===== src/rtl/ser_loader_if.sv =====
// Bus bundle for ser_loader: frame control and serial input toward the block,
// received word, status and frame count back to the downstream logic.
`timescale 1ns/1ps
interface ser_loader_if #(
  parameter int unsigned WIDTH = 8
);
  logic             start;
  logic             abort;
  logic             sdi;
  logic             sdi_valid;
  logic [WIDTH-1:0] data_out;
  logic             load;
  logic             busy;
  logic             parity_err;
  logic [7:0]       frame_cnt;

  modport master (
    output start, abort, sdi, sdi_valid,
    input  data_out, load, busy, parity_err, frame_cnt
  );

  modport slave (
    input  start, abort, sdi, sdi_valid,
    output data_out, load, busy, parity_err, frame_cnt
  );
endinterface


===== src/rtl/ser_loader.sv =====
// Serial-to-parallel frame loader: shifts in WIDTH bits LSB first, checks an
// optional even-parity bit, and strobes load together with the new data_out.
`timescale 1ns/1ps
module ser_loader #(
  parameter int unsigned WIDTH     = 8,
  parameter bit          PARITY_EN = 1'b1
) (
  input logic        clk,
  input logic        reset,
  ser_loader_if.slave bus
);
  localparam int unsigned CW = $clog2(WIDTH);

  typedef enum logic [1:0] {IDLE, SHIFT, PARITY, DONE} state_t;

  state_t           r_state;
  logic [CW-1:0]    r_bit_cnt;
  logic [WIDTH-1:0] r_shift;
  logic [WIDTH-1:0] r_data_out;
  logic             r_load;
  logic             r_parity_err;
  logic [7:0]       r_frame_cnt;

  logic [WIDTH-1:0] w_shift_next;
  logic             w_last_bit;

  always_comb begin
    w_shift_next            = r_shift;
    w_shift_next[r_bit_cnt] = bus.sdi;
    w_last_bit              = (r_bit_cnt == CW'(WIDTH - 1));
  end

  // Delivery happens on the edge that accepts the final bit, so load and
  // data_out appear together during the single DONE cycle.
  always_ff @(posedge clk or negedge reset) begin
    if (!reset) begin
      r_state      <= IDLE;
      r_bit_cnt    <= '0;
      r_shift      <= '0;
      r_data_out   <= '0;
      r_load       <= 1'b0;
      r_parity_err <= 1'b0;
      r_frame_cnt  <= '0;
    end else begin
      r_load <= 1'b0;
      if (bus.abort) begin
        r_state <= IDLE;
      end else begin
        case (r_state)
          IDLE: begin
            if (bus.start) begin
              r_state      <= SHIFT;
              r_bit_cnt    <= '0;
              r_shift      <= '0;
              r_parity_err <= 1'b0;
            end
          end
          SHIFT: begin
            if (bus.sdi_valid) begin
              r_shift   <= w_shift_next;
              r_bit_cnt <= r_bit_cnt + 1'b1;
              if (w_last_bit) begin
                if (PARITY_EN) begin
                  r_state <= PARITY;
                end else begin
                  r_state     <= DONE;
                  r_data_out  <= w_shift_next;
                  r_frame_cnt <= r_frame_cnt + 8'd1;
                  r_load      <= 1'b1;
                end
              end
            end
          end
          PARITY: begin
            if (bus.sdi_valid) begin
              r_state <= DONE;
              if (bus.sdi != ^r_shift) begin
                r_parity_err <= 1'b1;
              end else begin
                r_data_out  <= r_shift;
                r_frame_cnt <= r_frame_cnt + 8'd1;
                r_load      <= 1'b1;
              end
            end
          end
          DONE:    r_state <= IDLE;
          default: r_state <= IDLE;
        endcase
      end
    end
  end

  assign bus.data_out   = r_data_out;
  assign bus.load       = r_load;
  assign bus.busy       = (r_state != IDLE);
  assign bus.parity_err = r_parity_err;
  assign bus.frame_cnt  = r_frame_cnt;
endmodule


===== src/flat_wrapper.sv =====
// flat-port wrapper written by rule: the top's interface ports become plain ports
module ser_loader_flat 
#(
  parameter int unsigned WIDTH     = 8,
  parameter bit          PARITY_EN = 1'b1
)
  (clk, reset, bus_start, bus_abort, bus_sdi, bus_sdi_valid, bus_data_out, bus_load, bus_busy, bus_parity_err, bus_frame_cnt);
  ser_loader_if #(.WIDTH(WIDTH)) bus_i ();
  input logic clk;
  input logic reset;
  input wire logic [$bits(bus_i.start)-1:0] bus_start;
  input wire logic [$bits(bus_i.abort)-1:0] bus_abort;
  input wire logic [$bits(bus_i.sdi)-1:0] bus_sdi;
  input wire logic [$bits(bus_i.sdi_valid)-1:0] bus_sdi_valid;
  output wire logic [$bits(bus_i.data_out)-1:0] bus_data_out;
  output wire logic [$bits(bus_i.load)-1:0] bus_load;
  output wire logic [$bits(bus_i.busy)-1:0] bus_busy;
  output wire logic [$bits(bus_i.parity_err)-1:0] bus_parity_err;
  output wire logic [$bits(bus_i.frame_cnt)-1:0] bus_frame_cnt;
  assign bus_i.start = bus_start;
  assign bus_i.abort = bus_abort;
  assign bus_i.sdi = bus_sdi;
  assign bus_i.sdi_valid = bus_sdi_valid;
  assign bus_data_out = bus_i.data_out;
  assign bus_load = bus_i.load;
  assign bus_busy = bus_i.busy;
  assign bus_parity_err = bus_i.parity_err;
  assign bus_frame_cnt = bus_i.frame_cnt;
  ser_loader #(.WIDTH(WIDTH), .PARITY_EN(PARITY_EN)) u_core (.clk(clk), .reset(reset), .bus(bus_i));
endmodule

===== config.mk =====
export PLATFORM = sky130hd
export DESIGN_NAME = ser_loader_flat
export DESIGN_NICKNAME = d
export VERILOG_FILES = /design/src/rtl/ser_loader_if.sv /design/src/rtl/ser_loader.sv /design/src/flat_wrapper.sv
export SDC_FILE = /design/constraint.sdc
export NUM_CORES = 1
export LEC_CHECK = 0
export CORE_MARGIN = 2
export CORE_UTILIZATION = 51
export CTS_BUF_LIST = sky130_fd_sc_hd__clkbuf_2
export CTS_CLUSTER_DIAMETER = 200
export CTS_CLUSTER_SIZE = 24
export DETAILED_ROUTE_END_ITERATION = 6
export PLACE_DENSITY = 0.76
export SYNTH_ARGS = -nofsm -noshare
export SYNTH_HDL_FRONTEND = slang
export SYNTH_SLANG_ARGS = --single-unit

===== constraint.sdc =====
create_clock -name clk -period 2 [get_ports clk]
set_input_delay 0.4 -clock clk [delete_from_list [all_inputs] [get_ports clk]]
set_output_delay 0.4 -clock clk [all_outputs]
set_load 0.01 [all_outputs]

==> flow_summary.json, run 1 <==
{
  "status": "finished, final reports clean",
  "cts.sinks": 31,
  "layoutNonFillerInstCount": 256,
  "rows": 21,
  "cp_num_buf_inv": 1,
  "power_density_nw_per_um2": 997,
  "nFillCells": 297,
  "seq_area_frac_synth_pct": 43.3,
  "avgSynthCellArea_um2": 10.9,
  "fp.coreArea_um2": 3360,
  "timing.max_cap.violations": 0,
  "io_pins": 25,
  "post-route-period-util_pct": 98.5,
  "end_kind": "flip-flop",
  "cts.clk_slew.worst_paths_ps": 180,
  "syn_area_um2": 1790,
  "first_iter_violations": 70,
  "path_delay_family": "XOR/XNOR gates",
  "final_cell_mix": "dfrtp_1 (31), clkdlybuf4s50_1 (23), buf_4 (20)",
  "period_minus_slack_ps": 1970,
  "dp_slack_ps": -214,
  "dr.pass1.iters": 4,
  "place.detailed.hpwl_mm": 2.53,
  "drcViolationCount": 0,
  "setup_viol": 0,
  "grt_pass1_wl_mm": 6.39,
  "grt_max_degree": 32,
  "grt_overflow_total": 0,
  "die_h_um": 63.3,
  "fmax_mhz": 507,
  "finalSetupTns_ps": 0,
  "hold_viol_final": 0,
  "floorplan.initialDensity_pct": 53.3,
  "arrival_ps": 2240,
  "final_common_cell": "dfrtp_1",
  "p_leak_nw": 1.13,
  "clockRootBuffer": "clkbuf_2",
  "vias": 1399,
  "clk_path_buf_depth": 2,
  "synth_edf_count": 0,
  "synthFlopType": "dfrtp_1",
  "ir_drop_uv": 530,
  "wl_per_cell_um": 14.3,
  "drive_gt1_share_pct": 19.5,
  "wirelength_mm": 3.67,
  "hold_class": "in2async",
  "yosys_warnings": 0,
  "final_antenna_net_count": 0,
  "worst_slack_ps": 29.2,
  "cts_tree": "done",
  "async_reset_ff_share_pct": 100,
  "vias_per_cell": 5.46,
  "dp_cells": 242,
  "crit_path_start_kind": "flip-flop",
  "synth_cell_types": 33,
  "synth_seq_cells": 31,
  "tightest_slew_ps": 380,
  "antenna_found_initial": 0,
  "max_stage_delay_ps": 470,
  "holdBufCountCts": 0,
  "clk-insertion-delay-late_ps": 380,
  "htree_levels": 2,
  "numPortBuffers": 24,
  "track_usage_pct": 20.4,
  "gp_congestion": 0.777,
  "final_max_slew_viol_count": 0,
  "die_x_um": 63.3,
  "cp_cell_sequence": "xnor2_1 -> xnor3_1 -> mux2i_2 -> buf_6 -> mux2_4",
  "place_area_um2": 2160,
  "syn_nets": 177,
  "finalInstanceArea_um2": 2280,
  "area_growth_pct": 27.2,
  "slowest_stage": "xnor3_1",
  "crit_type": "reg2reg",
  "dieArea_um2": 4000,
  "grt_setup_unrepaired": "yes",
  "grt_pass1_vias": 1400,
  "numCtsBuffers": 5,
  "crit_fanout": 8,
  "crit_required_ps": 2270,
  "worst_clock_skew_ps": 19.1,
  "nNetsFinal": 222,
  "slew_headroom_pct": 74.7,
  "syn_inst": 164,
  "n_antenna_cell": 0
}
Yosys cell counts (3+ instances only):
cell type,count,share of area [%]
dfrtp_1,31,43
nand2_1,16,3.4
mux2i_1,15,8.4
o21ai_0,12,3.4
mux2_4,8,6.7
ha_1,7,4.9
nand3_1,7,2.0
nor2_1,7,1.5
xnor2_1,7,3.4
clkbuf_1,5,1.0
inv_1,5,1.0
nand4_1,5,1.7
nor3_1,5,1.4
xor2_1,4,2.0
a21oi_1,3,0.84
nand3b_1,3,1.3
metal layers:
layer	share of wire, %	global-route usage [%]	wire length, µm
met3	3.8	5.71	138
met2	48	33.2	1780
met4	2.0	8.42	75
met5	0	0	0
met1	46	25.8	1680
worst reg2reg max path: cells and delay by family (launching register included):
kind	cells	cell delay, ps
xor gates and xnor gates	2	630
muxes	2	570
DFF	1	450
buffers and inverters	1	200
cells by family after synthesis:
kind of cell / Yosys count / synth area share [%]
fa+ha+maj: 7 / 4.89
flops: 31 / 43.3
buf+inv: 12 / 3.35
mux: 25 / 16.5
xor+xnor: 14 / 9.22
compound gates: 19 / 6.01
simple gates: 56 / 16.8
metrics by stage:
stage,power (mW),hold slack (ps),utilization [%]
2_1_floorplan,1.45,104,-
3_3_place_gp,1.76,475,64.2
3_5_place_dp,1.80,464,64.2
4_1_cts,2.24,378,66.6
5_1_grt,2.44,405,67.7
6_report,2.27,378,67.7
timing repair:
item,CTS,global route
endpoints found under the setup margin,1,9
buffers inserted,2,4
gates resized for setup,1,4
pin swaps,0,2
where the power goes:
part	switching [mW]	internal, mW
clock	0.226	0.206
sequential	0.132	0.720
combinational	0.476	0.513
total	0.833	1.44
final cells by class:
class | count | area, µm² | share of cell area [%]
clock inverter | 3 | 38.8 | 1.70
sequential | 31 | 776 | 34.0
clock buffer | 5 | 25.0 | 1.10
inverter | 5 | 18.8 | 0.824
timing repair buffer | 45 | 400 | 17.6
multi-input combinational | 121 | 962 | 42.2
tap | 46 | 57.6 | 2.53
worst paths after layout:
path | start | cells after the start | to | slack [ps]
worst max-delay path | u_core.r_shift[5]$_DFFE_PN0P_ | 5 | u_core.bus.data_out[5]$_DFFE_PN0P_ | 30
worst min-delay path | reset | 2 | u_core.r_state[0]$_DFFE_PN0P_ | 380
worst max register to register | u_core.r_shift[5]$_DFFE_PN0P_ | 5 | u_core.bus.data_out[5]$_DFFE_PN0P_ | 30
worst min register to register | u_core.bus.frame_cnt[7]$_DFFE_PN0P_ | 1 | u_core.bus.frame_cnt[7]$_DFFE_PN0P_ | 500
max in group asynchronous | reset | 2 | u_core.bus.frame_cnt[0]$_DFFE_PN0P_ | 1330
min in group clk | u_core.bus.frame_cnt[7]$_DFFE_PN0P_ | 1 | u_core.bus.frame_cnt[7]$_DFFE_PN0P_ | 500
registers in the layout, summed over array words and instances (netlist names):
register               cells
u_core.bus.data_out        8
u_core.bus.frame_cnt       8
u_core.r_shift             8
u_core.r_bit_cnt           3
u_core.r_state             2
u_core.bus.load            1
u_core.bus.parity_err      1
No activity file was read; power rests on OpenSTA's default activity.
==> run 2, diff against run 1 <==
--- a/config.mk
+++ b/config.mk
@@ -5,13 +5,13 @@
 export SDC_FILE = /design/constraint.sdc
 export NUM_CORES = 1
 export LEC_CHECK = 0
-export CORE_MARGIN = 2
-export CORE_UTILIZATION = 51
+export CORE_MARGIN = 8
+export CORE_UTILIZATION = 56
 export CTS_BUF_LIST = sky130_fd_sc_hd__clkbuf_2
 export CTS_CLUSTER_DIAMETER = 200
 export CTS_CLUSTER_SIZE = 24
 export DETAILED_ROUTE_END_ITERATION = 6
-export PLACE_DENSITY = 0.76
+export PLACE_DENSITY = 0.79
 export SYNTH_ARGS = -nofsm -noshare
 export SYNTH_HDL_FRONTEND = slang
 export SYNTH_SLANG_ARGS = --single-unit
==> constraint.sdc (replaced) <==
create_clock -name clk -period 2.2 [get_ports clk]
set_input_delay 0.44 -clock clk [delete_from_list [all_inputs] [get_ports clk]]
set_output_delay 0.44 -clock clk [all_outputs]
set_load 0.01 [all_outputs]
==> run 2 against run 1 <==
Clock skew fell by 5.7 ps. Hold slack improved by 73 ps. Final cell count fell by 5.5%. Via count fell by 4.1%. Sequential power fell by 8.6%. Combinational power fell by 17%. Clock-buffer cell count did not move. Power fell by 18%. Flip-flop and latch count did not move. Largest power group unchanged.
==> flow_summary.json, run 2 (synthesis gave the netlist of run 1 again) <==
{
  "worst_slack_ps": 229,
  "p_total_mw": 1.85,
  "crit_required_ps": 2450,
  "hold_class": "in2async",
  "arrival_ps": 2220,
  "crit_fanout": 10,
  "grt_pass1_wl_mm": 6.10,
  "worst_clock_skew_ps": 13.4,
  "cp-startpoint": "u_core.r_shift[3]$_DFFE_PN0P_",
  "p_int_mw": 1.13,
  "max_stage_delay_ps": 460,
  "p_clk_share_pct": 13.8,
  "post-route-period-util_pct": 89.6,
  "slowest_stage": "dfrtp_1",
  "hold_viol_final": 0,
  "end_kind": "flip-flop",
  "switching_share_pct": 38.8,
  "numCtsBuffers": 5,
  "dieArea_um2": 5270,
  "drive_gt1_share_pct": 13.6,
  "antenna_found_initial": 0,
  "final_common_cell": "dfrtp_1",
  "r2r-start": "u_core.r_shift[3]$_DFFE_PN0P_",
  "dr.pass1.iters": 4,
  "final_max_slew_viol_count": 0,
  "final_cell_mix": "dfrtp_1 (31), clkdlybuf4s50_1 (23), nand2_1 (16)",
  "fp.coreArea_um2": 3050,
  "crit_path_start_kind": "flip-flop",
  "clk_path_buf_depth": 2,
  "power_density_nw_per_um2": 854,
  "grt_setup_unrepaired": "no",
  "tightest_slew_ps": 431,
  "drcViolationCount": 0,
  "crit_type": "reg2reg",
  "cts.clk_slew.worst_paths_ps": 160,
  "first_iter_violations": 89,
  "cts.sinks": 31,
  "htree_levels": 2,
  "die_h_um": 72.6,
  "cts_tree": "done",
  "ir_drop_uv": 460,
  "power.share.combinational_pct": 44.2,
  "io_pins": 25,
  "status": "finished, final reports clean",
  "vias_per_cell": 5.55,
  "timing.max_cap.violations": 0,
  "die_x_um": 72.6,
  "floorplan.initialDensity_pct": 58.7,
  "setup_viol": 0,
  "dp_slack_ps": -26.1,
  "rows": 20,
  "area_growth_pct": 21.1,
  "track_usage_pct": 14.8,
  "grt_overflow_total": 0,
  "wirelength_mm": 3.60,
  "numPortBuffers": 24,
  "period_minus_slack_ps": 1970,
  "final_util_pct": 71.1,
  "grt_pass1_vias": 1316,
  "fmax_mhz": 507,
  "switching_power_mw": 0.719,
  "clk-insertion-delay-late_ps": 360,
  "p_leak_nw": 1.07,
  "n_antenna_cell": 0,
  "final_antenna_net_count": 0,
  "place.detailed.hpwl_mm": 2.60,
  "wl_per_cell_um": 14.9,
  "clockRootBuffer": "clkbuf_2",
  "cp_cell_sequence": "xor2_1 -> xnor3_1 -> mux2i_2 -> buf_12 -> mux2_4",
  "nNetsFinal": 211,
  "vias": 1342,
  "slew_headroom_pct": 71.0,
  "seqPwrFrac_pct": 42.0,
  "gp_congestion": 0.828,
  "grt_max_degree": 32
}
==> run 2: path summary, 6_finish.rpt <==
kind	depth (start not counted)	slack [ps]	endpoint
setup / recovery	5	230	u_core.bus.data_out[4]$_DFFE_PN0P_
hold / removal	2	450	u_core.bus.frame_cnt[4]$_DFFE_PN0P_
setup reg to reg	5	230	u_core.bus.data_out[4]$_DFFE_PN0P_
hold reg to reg	1	500	u_core.bus.frame_cnt[7]$_DFFE_PN0P_
max in group asynchronous	2	1450	u_core.bus.data_out[4]$_DFFE_PN0P_
min in group clk	1	500	u_core.bus.frame_cnt[7]$_DFFE_PN0P_
==> run 2: per-stage QoR <==
| stage | TNS, ps | cells | instance area, µm² | hold slack, ps |
|---|---|---|---|---|
| 6_report | 0 | 242 | 2170 | 451 |
| 5_1_grt | 0 | 242 | 2170 | 464 |
| 4_1_cts | 0 | 241 | 2160 | 439 |
| 3_5_place_dp | -203 | 234 | 2130 | 470 |
| 3_3_place_gp | 0 | 234 | 2130 | 483 |
| 2_1_floorplan | 0 | 164 | 1790 | 144 |
==> run 2: worst max-delay path, delay by kind of cell, from the launching register on <==
| kind | cells | cell delay [ps] |
|---|---|---|
| buffers and inverters | 1 | 180 |
| flip-flops | 1 | 460 |
| XOR/XNOR | 2 | 650 |
| multiplexers | 2 | 570 |
==> run 2: cell type report <==
type | instances | area [µm²]
Clock buffer | 5 | 25.0
Timing Repair Buffer | 34 | 330
Clock inverter | 2 | 8.76
Tap cell | 44 | 55.1
Multi-Input combinational cell | 121 | 956
Fill cell | 242 | 883
Inverter | 5 | 18.8
Sequential cell | 31 | 776
==> run 2: timing repair <==
item	4_1_cts	5_1_grt
hold buffers	0	0
setup buffers	0	1
setup endpoints to repair	0	1
gates resized for setup	0	1
==> run 2: power by group through the flow <==
stage               logic, mW  registers (mW)  clock network [mW]
floorplan               0.567           0.748                   0
global placement        0.775           0.786                   0
detailed placement      0.807           0.791                   0
CTS                     0.813           0.780               0.265
global route            0.904           0.795               0.281
finish                  0.818           0.779               0.256
==> run 2: per-layer routing <==
metal,up-vias,GRT usage (%),wire [µm]
li1,644,-,-
met1,659,16.7,1550
met2,33,23.5,1760
met3,6,7.16,242
met4,0,5.56,44
met5,-,0,0
==> run 3, diff against run 2 <==
--- a/config.mk
+++ b/config.mk
@@ -5,6 +5,7 @@
 export SDC_FILE = /design/constraint.sdc
 export NUM_CORES = 1
 export LEC_CHECK = 0
+export CAP_MARGIN = 10
 export CORE_MARGIN = 8
 export CORE_UTILIZATION = 56
 export CTS_BUF_LIST = sky130_fd_sc_hd__clkbuf_2
==> results of run 3 <==
No change in the layout: final DEF, timing and power equal those of run 2.
